**src/rtl/goomba_sprite_renderer.sv**
```systemverilog
// -----------------------------------------------------------------------------
// goomba_sprite_renderer
//
// Per-pixel front end for one Goomba enemy. Maps the current VGA pixel to a
// 21x21 sprite ROM address (optionally mirrored), runs the two-frame walk
// animation and the stomp/squish/despawn sequence, and registers the ROM
// colour plus a pixel-valid flag for the colour mux. Fixed 2-cycle latency:
// pixel sampled at edge t -> read_address after t+1 -> pixel_rgb/valid after t+2.
//
// Ports
//   Clk           system clock, rising edge
//   Reset_n       asynchronous active-low reset
//   frame_tick    one-cycle pulse per video frame
//   DrawX/DrawY   current pixel column/row
//   goomba_x/y    sprite top-left corner
//   flip          1 = mirror sprite horizontally
//   stomp         one-cycle pulse, Mario landed on this Goomba
//   read_address  registered sprite ROM address (0 outside the sprite)
//   walk_frame    registered ROM select, 0 = walk_1, 1 = walk_2
//   rom_color     combinational ROM colour for read_address/walk_frame
//   pixel_rgb     registered colour (loaded every cycle)
//   pixel_valid   registered, 1 = Goomba owns this pixel
//   alive         registered, 0 once despawned
//
// State table
//   state       | meaning
//   ST_ALIVE    | walking, animation running, full sprite drawn
//   ST_SQUISHED | stomped, animation frozen, top rows hidden, squish timer runs
//   ST_GONE     | despawned, nothing drawn, terminal until reset
// -----------------------------------------------------------------------------
module goomba_sprite_renderer #(
    parameter int          SPRITE_W      = 21,
    parameter int          SPRITE_H      = 21,
    parameter int          ANIM_FRAMES   = 8,
    parameter int          SQUISH_FRAMES = 30,
    parameter logic [23:0] TRANSPARENT   = 24'h800080
) (
    input  logic        Clk,
    input  logic        Reset_n,
    input  logic        frame_tick,
    input  logic [9:0]  DrawX,
    input  logic [9:0]  DrawY,
    input  logic [9:0]  goomba_x,
    input  logic [9:0]  goomba_y,
    input  logic        flip,
    input  logic        stomp,
    output logic [8:0]  read_address,
    output logic        walk_frame,
    input  logic [23:0] rom_color,
    output logic [23:0] pixel_rgb,
    output logic        pixel_valid,
    output logic        alive
);

    localparam int AW = $clog2(ANIM_FRAMES);
    localparam int SW = $clog2(SQUISH_FRAMES);

    typedef enum logic [1:0] {
        ST_ALIVE    = 2'd0,
        ST_SQUISHED = 2'd1,
        ST_GONE     = 2'd2
    } state_t;

    state_t          state_q, state_d;
    logic [AW-1:0]   anim_q, anim_d;
    logic [SW-1:0]   squish_q, squish_d;
    logic            walk_q, walk_d;
    logic            alive_q;

    logic [8:0]      read_address_q;
    logic            in_win_q;
    logic [4:0]      row_q;
    logic [23:0]     pixel_rgb_q;
    logic            pixel_valid_q;

    // ------------------------------------------------------------------
    // Stage 1: window test and address generation.
    // The 11-bit difference wraps to >= 1025 when DrawX < goomba_x, so a
    // single unsigned compare against the sprite size covers both bounds
    // without any 10-bit wrap-around aliasing.
    // ------------------------------------------------------------------
    logic [10:0] col_w, row_w;
    logic        in_win_w;
    logic [4:0]  col_eff_w;
    logic [8:0]  addr_w;

    always_comb begin
        col_w     = {1'b0, DrawX} - {1'b0, goomba_x};
        row_w     = {1'b0, DrawY} - {1'b0, goomba_y};
        in_win_w  = (col_w < 11'(SPRITE_W)) && (row_w < 11'(SPRITE_H));
        col_eff_w = flip ? (5'(SPRITE_W - 1) - col_w[4:0]) : col_w[4:0];
        addr_w    = '0;
        if (in_win_w) begin
            addr_w = 9'(row_w[4:0]) * 9'(SPRITE_W) + 9'(col_eff_w);
        end
    end

    // ------------------------------------------------------------------
    // Stage 2: colour qualification. State is the post-transition value,
    // so a stomp affects pixels whose stage-2 edge follows it.
    // ------------------------------------------------------------------
    logic show_w;
    logic pixel_valid_d;

    always_comb begin
        show_w = 1'b0;
        case (state_q)
            ST_ALIVE:    show_w = 1'b1;
            ST_SQUISHED: show_w = (row_q >= 5'(SPRITE_H / 2));
            default:     show_w = 1'b0;
        endcase
        pixel_valid_d = in_win_q && (rom_color != TRANSPARENT) && show_w;
    end

    // ------------------------------------------------------------------
    // FSM next state, walk animation and squish timer
    // ------------------------------------------------------------------
    always_comb begin
        state_d  = state_q;
        anim_d   = anim_q;
        squish_d = squish_q;
        walk_d   = walk_q;
        case (state_q)
            ST_ALIVE: begin
                if (stomp) begin
                    // stomp beats a coincident frame_tick: no walk toggle
                    state_d  = ST_SQUISHED;
                    anim_d   = '0;
                    squish_d = '0;
                end else if (frame_tick) begin
                    if (anim_q == AW'(ANIM_FRAMES - 1)) begin
                        anim_d = '0;
                        walk_d = ~walk_q;
                    end else begin
                        anim_d = anim_q + 1'b1;
                    end
                end
            end
            ST_SQUISHED: begin
                if (frame_tick) begin
                    if (squish_q == SW'(SQUISH_FRAMES - 1)) begin
                        state_d = ST_GONE;
                    end else begin
                        squish_d = squish_q + 1'b1;
                    end
                end
            end
            default: begin
                state_d = ST_GONE;
            end
        endcase
    end

    always_ff @(posedge Clk or negedge Reset_n) begin
        if (!Reset_n) begin
            state_q        <= ST_ALIVE;
            anim_q         <= '0;
            squish_q       <= '0;
            walk_q         <= 1'b0;
            alive_q        <= 1'b1;
            read_address_q <= '0;
            in_win_q       <= 1'b0;
            row_q          <= '0;
            pixel_rgb_q    <= '0;
            pixel_valid_q  <= 1'b0;
        end else begin
            state_q        <= state_d;
            anim_q         <= anim_d;
            squish_q       <= squish_d;
            walk_q         <= walk_d;
            alive_q        <= (state_d != ST_GONE);
            read_address_q <= addr_w;
            in_win_q       <= in_win_w;
            row_q          <= row_w[4:0];
            pixel_rgb_q    <= rom_color;
            pixel_valid_q  <= pixel_valid_d;
        end
    end

    assign read_address = read_address_q;
    assign walk_frame   = walk_q;
    assign pixel_rgb    = pixel_rgb_q;
    assign pixel_valid  = pixel_valid_q;
    assign alive        = alive_q;

endmodule

```
**config.mk**
```make
export PLATFORM = sky130hd
export DESIGN_NAME = goomba_sprite_renderer
export DESIGN_NICKNAME = d
export VERILOG_FILES = /design/src/rtl/goomba_sprite_renderer.sv
export SDC_FILE = /design/constraint.sdc
export NUM_CORES = 1
export LEC_CHECK = 0
export CELL_PAD_IN_SITES_DETAIL_PLACEMENT = 1
export CELL_PAD_IN_SITES_GLOBAL_PLACEMENT = 1
export CORE_AREA = 3 3 88 124
export CTS_CLUSTER_SIZE = 40
export DETAILED_ROUTE_END_ITERATION = 7
export DIE_AREA = 0 0 91 127
export HOLD_SLACK_MARGIN = 0.05
export PLACE_DENSITY_LB_ADDON = 0.25
export REMOVE_ABC_BUFFERS = 1
export SYNTH_ARGS = -nofsm -noshare
export SYNTH_HDL_FRONTEND = slang
export SYNTH_SLANG_ARGS = --single-unit
```
**constraint.sdc**
```tcl
create_clock -name Clk -period 1.7 [get_ports Clk]
set_input_delay 0.34 -clock Clk [delete_from_list [all_inputs] [get_ports Clk]]
set_output_delay 0.34 -clock Clk [all_outputs]
set_load 0.005 [all_outputs]
```
==> reports/results.tsv, run 1 <==
stage	metric	value	unit
status	status	finished, violations left	
status	violated checks	setup timing	
die	die width	91	um
clock_tree	clock buffer depth	2	
drt	Iter 0 DRT Violations	123	
clock_tree	CTS tree	done	
timing	hold slack final	0.4796	ns
die	die area	11560	um^2
power_and_ir_drop	static leakage	2.907	nW
drt	routed len/inst	20.50	um
final_layout	commonest non-fill, non-tap cell in the layout	buf_4	
die	Die Y	127	um
global_routing	total grt overflow	0	
global_routing	GRT Total Usage	0.2029	
synth	EDFF count, synth	0	
global_routing	first-pass GRT wire length	19180	um
synth	Seq/Total Area, Yosys	0.3623	
clock_tree	CTS Sinks	51	
timing	FMAX	258.2	MHz
critical_path	Critical Path AT	4.04	ns
timing	Setup Skew	0.003194	ns
die	Starting Density	0.3562	
final_layout	fin util	0.6500	
final_layout	share of layout cells above drive strength 1	0.4324	
final_layout	Fill cells	1061	
global_routing	largest net degree at the start of global routing	26	
critical_path	Crit path required time	1.87	ns
clock_tree	worst-skew pair later-pin latency	0.28	ns
synth	Post-Synthesis Cells	344	
final_layout	ANT cells	0	
synth	Unique masters post-synth	61	
critical_path	crit path cell chain	buf_6 > inv_4 > ha_4 > buf_4 > xor2_2 > nand2_1 > nand3_2 > xor2_1 > nand2_1 > xor2_1 > ha_1 > ha_4 > fa_2 > fa_2 > a21oi_2 > nor2_2 > nor2_2 > o21ai_2 > xnor2_1 > nor4_1	
synth	Synth area leader	dfrtp_1	
drt	drt total wl	14150	um
power_and_ir_drop	P per Cell Area	1076	nW/um^2
synth	largest cells by area after synthesis	dfrtp_1 (35%), ha_1 (18%), inv_1 (4.9%)	
timing	final slew viol count	0	
drt	Final ANT Viol Nets	0	
timing	setup_tns	-15.09	ns
die	CORE AREA	9899	um^2
die	total I/O pin count	105	
timing	final worst path period share	2.279	
global_routing	antenna violations before repair	0	
timing	# setup viols final	10	
final_layout	area added between synthesis and finish	82.51	%
critical_path	slowest cell on the critical path	fa_2	
synth	mapped cell area	3526	um^2
critical_path	kind of critical path	input pin to register	
clock_tree	Root Buffer	clkbuf_16	
timing	RSZ-0062 raised after global routing	true	
synth	Post-synth ARST share	1.000	
timing	Final Hold Fails	0	
synth	synthesized flop and latch total	51	
critical_path	Crit Path Max Fanout	2	
final_layout	post-layout net count	678	
placed_design	I/O Buffers	104	
final_layout	Sequential Area	1277	um^2
synth	Avg Inst Size Synth	10.25	um^2
timing	Final WS setup	-2.174	ns
global_routing	vias in the first global route	4019	
clock_tree	CTS buffer count	5	
clock_tree	depth of the CTS H-tree	2	
die	Core Rows	43	
synth	yosys warns	0	
worst_hold_path	Hold Crit Class	register to register	
critical_path	CP endpoint kind	register	
critical_path	Worst Path Buf+Inv	3	
critical_path	crit-path leading delay family	adder cells	
synth	Main synth FF type	dfrtp_1	
drt	via/cell ratio	5.268	
synth	top cell type's share of synthesized area	0.3549	
job	Max-cap violations	0	
timing	worst slew pin tran	0.4361	ns
placed_design	post-DP HPWL	8549	um
drt	via count	3635	
timing	min Tclk post-route	3.874	ns
final_layout	area of the multi-input gates	2729	um^2
placed_design	GPL Wtd Cong	0.8378	
clock_tree	register clock-pin slew on the reported worst setup and hold paths	0.06	ns
power_and_ir_drop	Worst VDD drop	536.0	uV
critical_path	CP peak stage delay	0.47	ns
timing	Slew Limit Headroom	0.7075	
final_layout	most frequent cells in the layout	buf_4 (86), clkdlybuf4s50_1 (72), dfrtp_1 (50)	
critical_path	critical path launch point type	input pin	
drt	# DRC	0	
drt	drt first pass iters	4	
-- through the flow --
stage	power [mW]	instance area (um^2)	setup WS, ns	instances
finish	6.925	6435	-2.174	690
CTS	6.123	6061	-1.925	682
floorplan	3.072	3477	-2.230	338
global route	7.339	6435	-2.300	690
global placement	4.158	5280	-2.715	655
detailed placement	4.312	5280	-2.859	655
-- worst register-to-register path, delay by kind of cell, from the launching register on --
kind                     cells  cell delay [ns]
AND/OR/NAND/NOR              3             0.42
XOR/XNOR                     1             0.16
flip-flops                   1             0.41
adder cells (fa/ha/maj)      1             0.21
AO/OA/AOI/OAI                2             0.33
-- layout make-up --
type / instances / share of cell area
inverters: 46 / 0.02761
flip-flops and latches: 51 / 0.1985
clock buffers: 6 / 0.02003
multi-input cells: 242 / 0.4241
repair buffers: 208 / 0.2942
well taps: 135 / 0.02625
clock inverters: 2 / 0.009333
-- report_power, final --
part / leakage (nW) / switching, mW / internal (mW)
clock network: 0.0911 / 0.420 / 0.844
registers: 0.632 / 0.123 / 1.37
logic: 2.18 / 2.04 / 2.13
total: 2.91 / 2.58 / 4.35
-- kinds of logic (layout without fill, tap and decap cells) --
family	after synthesis	after routing	share of synthesized area
simple gates	87	87	0.1402
flops	51	51	0.3623
compound gates	76	77	0.1710
buf+inv	52	262	0.06281
mux	2	2	0.005678
fa+ha+maj	55	55	0.2058
xor+xnor	21	21	0.05217
-- worst paths after layout --
path | from | to | slack (ns) | cells past startpoint
min | walk_frame$_DFFE_PN0P_ | walk_frame$_DFFE_PN0P_ | 0.48 | 1
max | goomba_x[1] | read_address[8]$_DFF_PN0_ | -2.17 | 20
max in group asynchronous | Reset_n | row_q[1]$_DFF_PN0_ | 0.67 | 3
min reg2reg | walk_frame$_DFFE_PN0P_ | walk_frame$_DFFE_PN0P_ | 0.48 | 1
max reg2reg | squish_q[0]$_DFFE_PN0P_ | squish_q[4]$_DFFE_PN0P_ | 0.10 | 7
min in group asynchronous | Reset_n | squish_q[3]$_DFFE_PN0P_ | 0.53 | 2
-- per-layer routing --
| metal | GRT usage | share of wire | up-vias |
|---|---|---|---|
| met1 | 0.1952 | 0.34 | 1809 |
| met4 | 0.06483 | 0.049 | 0 |
| li1 | - | - | 1643 |
| met3 | 0.02768 | 0.040 | 45 |
| met5 | 0 | 0 | - |
| met2 | 0.4284 | 0.57 | 138 |
-- repair_timing --
action / in CTS / in global routing
pin swaps: 52 / 52
gates cloned: 1 / 0
setup endpoints to repair: 13 / 12
buffers inserted: 17 / 12
hold endpoints to repair: 14 / 0
hold buffers: 1 / 0
gates resized for setup: 130 / 76
-- synth_stat cells, types with 2 or more instances --
cell       n
a211o_1    2
a211oi_1   2
a21o_1     5
a21o_2     3
a21oi_1   16
a22o_1     3
a31oi_1    4
buf_2      2
buf_6      3
dfrtp_1   50
fa_1       5
ha_1      50
inv_1     46
mux2i_1    2
nand2_1   19
nand2b_1   3
nand3_1    4
nand3b_1   3
nand4_1    7
nor2_1    20
nor3_1     5
nor4_1    14
nor4b_1    2
o211ai_1   2
o21a_1     4
o21ai_0   11
o21ai_1    2
o21bai_1   3
xnor2_1    9
xor2_1    12
-- state kept, by name (all words and copies together), names as in the netlist --
name / flops
pixel_rgb: 24
read_address: 9
squish_q: 5
row_q: 4
anim_q: 3
state_q: 2
alive: 1
in_win_q: 1
pixel_valid: 1
walk_frame: 1
Power figures use the tool's default switching activity.
==> run 2: changes to the inputs <==
- SKIP_CTS_REPAIR_TIMING: default -> 1
- SLEW_MARGIN: default -> 20
==> run 2 against run 1 <==
The run still ends with setup timing left. Via count shrank 1.3%. Non-clock buffer count is the same. Clock-buffer cell count is the same. Sequential cell count is the same. Sequential share of layout area shrank 0.30 points. Clock skew grew 0.0018 ns. Routed wire length shrank 1.0%. Final cell count grew 0.14%.
==> reports/results.tsv, run 2 (synthesis gave the netlist of run 1 again) <==
stage	metric	value	unit
placed_design	Place WS	-2.859	ns
drt	# DRC	0	
timing	Final Hold Fails	0	
power_and_ir_drop	static leakage	3.041	nW
final_layout	share of layout cells above drive strength 1	0.4245	
power_and_ir_drop	P per Cell Area	1034	nW/um^2
timing	setup_tns	-14.55	ns
final_layout	post-layout net count	679	
global_routing	total grt overflow	0	
clock_tree	clock buffer depth	2	
critical_path	Critical Path AT	4.00	ns
die	Core Rows	43	
timing	Final WS setup	-2.124	ns
global_routing	GRT Total Usage	0.1695	
drt	via count	3587	
clock_tree	CTS buffer count	5	
power_and_ir_drop	Worst VDD drop	519.7	uV
timing	min Tclk post-route	3.824	ns
worst_hold_path	min-delay src	walk_frame$_DFFE_PN0P_	
drt	drt total wl	14000	um
clock_tree	depth of the CTS H-tree	2	
die	die width	91	um
final_layout	area of the multi-input gates	2736	um^2
placed_design	DP Area	5280	um^2
die	die area	11560	um^2
drt	routed len/inst	20.27	um
global_routing	largest net degree at the start of global routing	26	
timing	# setup viols final	10	
timing	final slew viol count	0	
worst_hold_path	Hold Crit Class	register to register	
status	status	finished, violations left	
status	violated checks	setup timing	
final_layout	Design Area, Final	6533	um^2
die	total I/O pin count	105	
drt	Final ANT Viol Nets	0	
final_layout	flip-flop count of the largest register after layout	24	
global_routing	vias in the first global route	3632	
critical_path	CP endpoint kind	register	
worst_hold_path	hold path endpoint	walk_frame$_DFFE_PN0P_	
clock_tree	Root Buffer	clkbuf_16	
timing	Setup Skew	0.004966	ns
clock_tree	worst-skew pair later-pin latency	0.29	ns
timing	RSZ-0062 raised after global routing	true	
final_layout	Fill cells	1044	
placed_design	I/O Buffers	104	
timing	worst slew pin tran	0.4461	ns
final_layout	most frequent cells in the layout	buf_4 (84), clkdlybuf4s50_1 (70), dfrtp_1 (50)	
clock_tree	register clock-pin slew on the reported worst setup and hold paths	0.07	ns
critical_path	critical path launch point type	input pin	
timing	final worst path period share	2.250	
global_routing	first-pass GRT wire length	16330	um
job	Max-cap violations	0	
final_layout	Sequential Area	1277	um^2
final_layout	commonest non-fill, non-tap cell in the layout	buf_4	
drt	Iter 0 DRT Violations	94	
clock_tree	CTS Sinks	51	
critical_path	Crit Path Max Fanout	3	
final_layout	fin util	0.6599	
final_layout	ANT cells	0	
die	CORE AREA	9899	um^2
placed_design	GPL Wtd Cong	0.8378	
critical_path	Crit path required time	1.87	ns
drt	drt first pass iters	4	
critical_path	Worst Reg2Reg Path Length in Cells	7	
clock_tree	CTS tree	done	
critical_path	FF-to-FF End	squish_q[4]$_DFFE_PN0P_	
timing	Slew Limit Headroom	0.7026	
critical_path	Reg2Reg Setup Slack	0.08	ns
final_layout	area added between synthesis and finish	85.27	%
placed_design	post-DP HPWL	8549	um
die	Starting Density	0.3562	
drt	via/cell ratio	5.191	
worst_hold_path	Min-Delay Path Depth	1	
global_routing	antenna violations before repair	0	
critical_path	worst flop-to-flop path startpoint	squish_q[0]$_DFFE_PN0P_	
critical_path	kind of critical path	input pin to register	
die	Die Y	127	um
timing	FMAX	261.5	MHz
## run 2: worst max path at each step
stage,start,endpoint,slack [ns],depth (start not counted)
2_1_floorplan,goomba_x[1],read_address[8]$_DFF_PN0_,-2.23,18
3_3_place_gp,goomba_x[1],read_address[8]$_DFF_PN0_,-2.72,19
3_5_place_dp,goomba_x[1],read_address[7]$_DFF_PN0_,-2.86,19
4_1_cts,goomba_x[1],read_address[7]$_DFF_PN0_,-2.55,19
5_1_grt,goomba_x[1],read_address[8]$_DFF_PN0_,-2.31,21
6_report,goomba_x[1],read_address[6]$_DFF_PN0_,-2.12,21
## run 2: stage by stage
stage | hold WS, ns | instances | power (mW)
final | 0.4796 | 691 | 6.755
after global routing | 0.4963 | 691 | 7.175
after CTS | -0.01666 | 663 | 5.587
after detailed placement | 0.2939 | 655 | 4.312
after global placement | 0.2814 | 655 | 4.158
after floorplan | 0.04441 | 338 | 3.072
## run 2: final cells by class
cell class                      count  area share
Clock inverter                      2    0.009194
Sequential cell                    51      0.1956
Clock buffer                        6     0.01973
Multi-Input combinational cell    243      0.4189
Inverter                           46     0.02720
Timing Repair Buffer              208      0.3036
Tap cell                          135     0.02586
## run 2: worst max-delay path, stage by stage
cell and delay, ns:
buf_6 0.10, inv_4 0.04, ha_4 0.19, nor2b_4 0.13
or3_4 0.39, buf_6 0.13, nand2_4 0.05, o211ai_1 0.13
xnor2_1 0.16, ha_1 0.34, ha_4 0.28, inv_2 0.03
fa_1 0.49, inv_2 0.05, ha_4 0.29, a21oi_4 0.05
nor2_2 0.14, nor2_2 0.07, buf_4 0.14, xor2_1 0.15
nor4_1 0.27
## run 2: per-layer routing
| layer | routed length (um) | share of wire | track usage | up-vias |
|---|---|---|---|---|
| met5 | 0 | 0 | 0 | - |
| met4 | 546 | 0.039 | 0.04529 | 0 |
| met3 | 450 | 0.032 | 0.01826 | 35 |
| met2 | 8268 | 0.59 | 0.3591 | 119 |
| met1 | 4738 | 0.34 | 0.1688 | 1784 |
| li1 | - | - | - | 1649 |
## run 2: power by group
part | leakage, nW | internal (mW) | switching (mW)
clock | 0.0911 | 0.843 | 0.413
sequential | 0.632 | 1.37 | 0.126
combinational | 2.32 | 2.05 | 1.95
total | 3.04 | 4.27 | 2.49
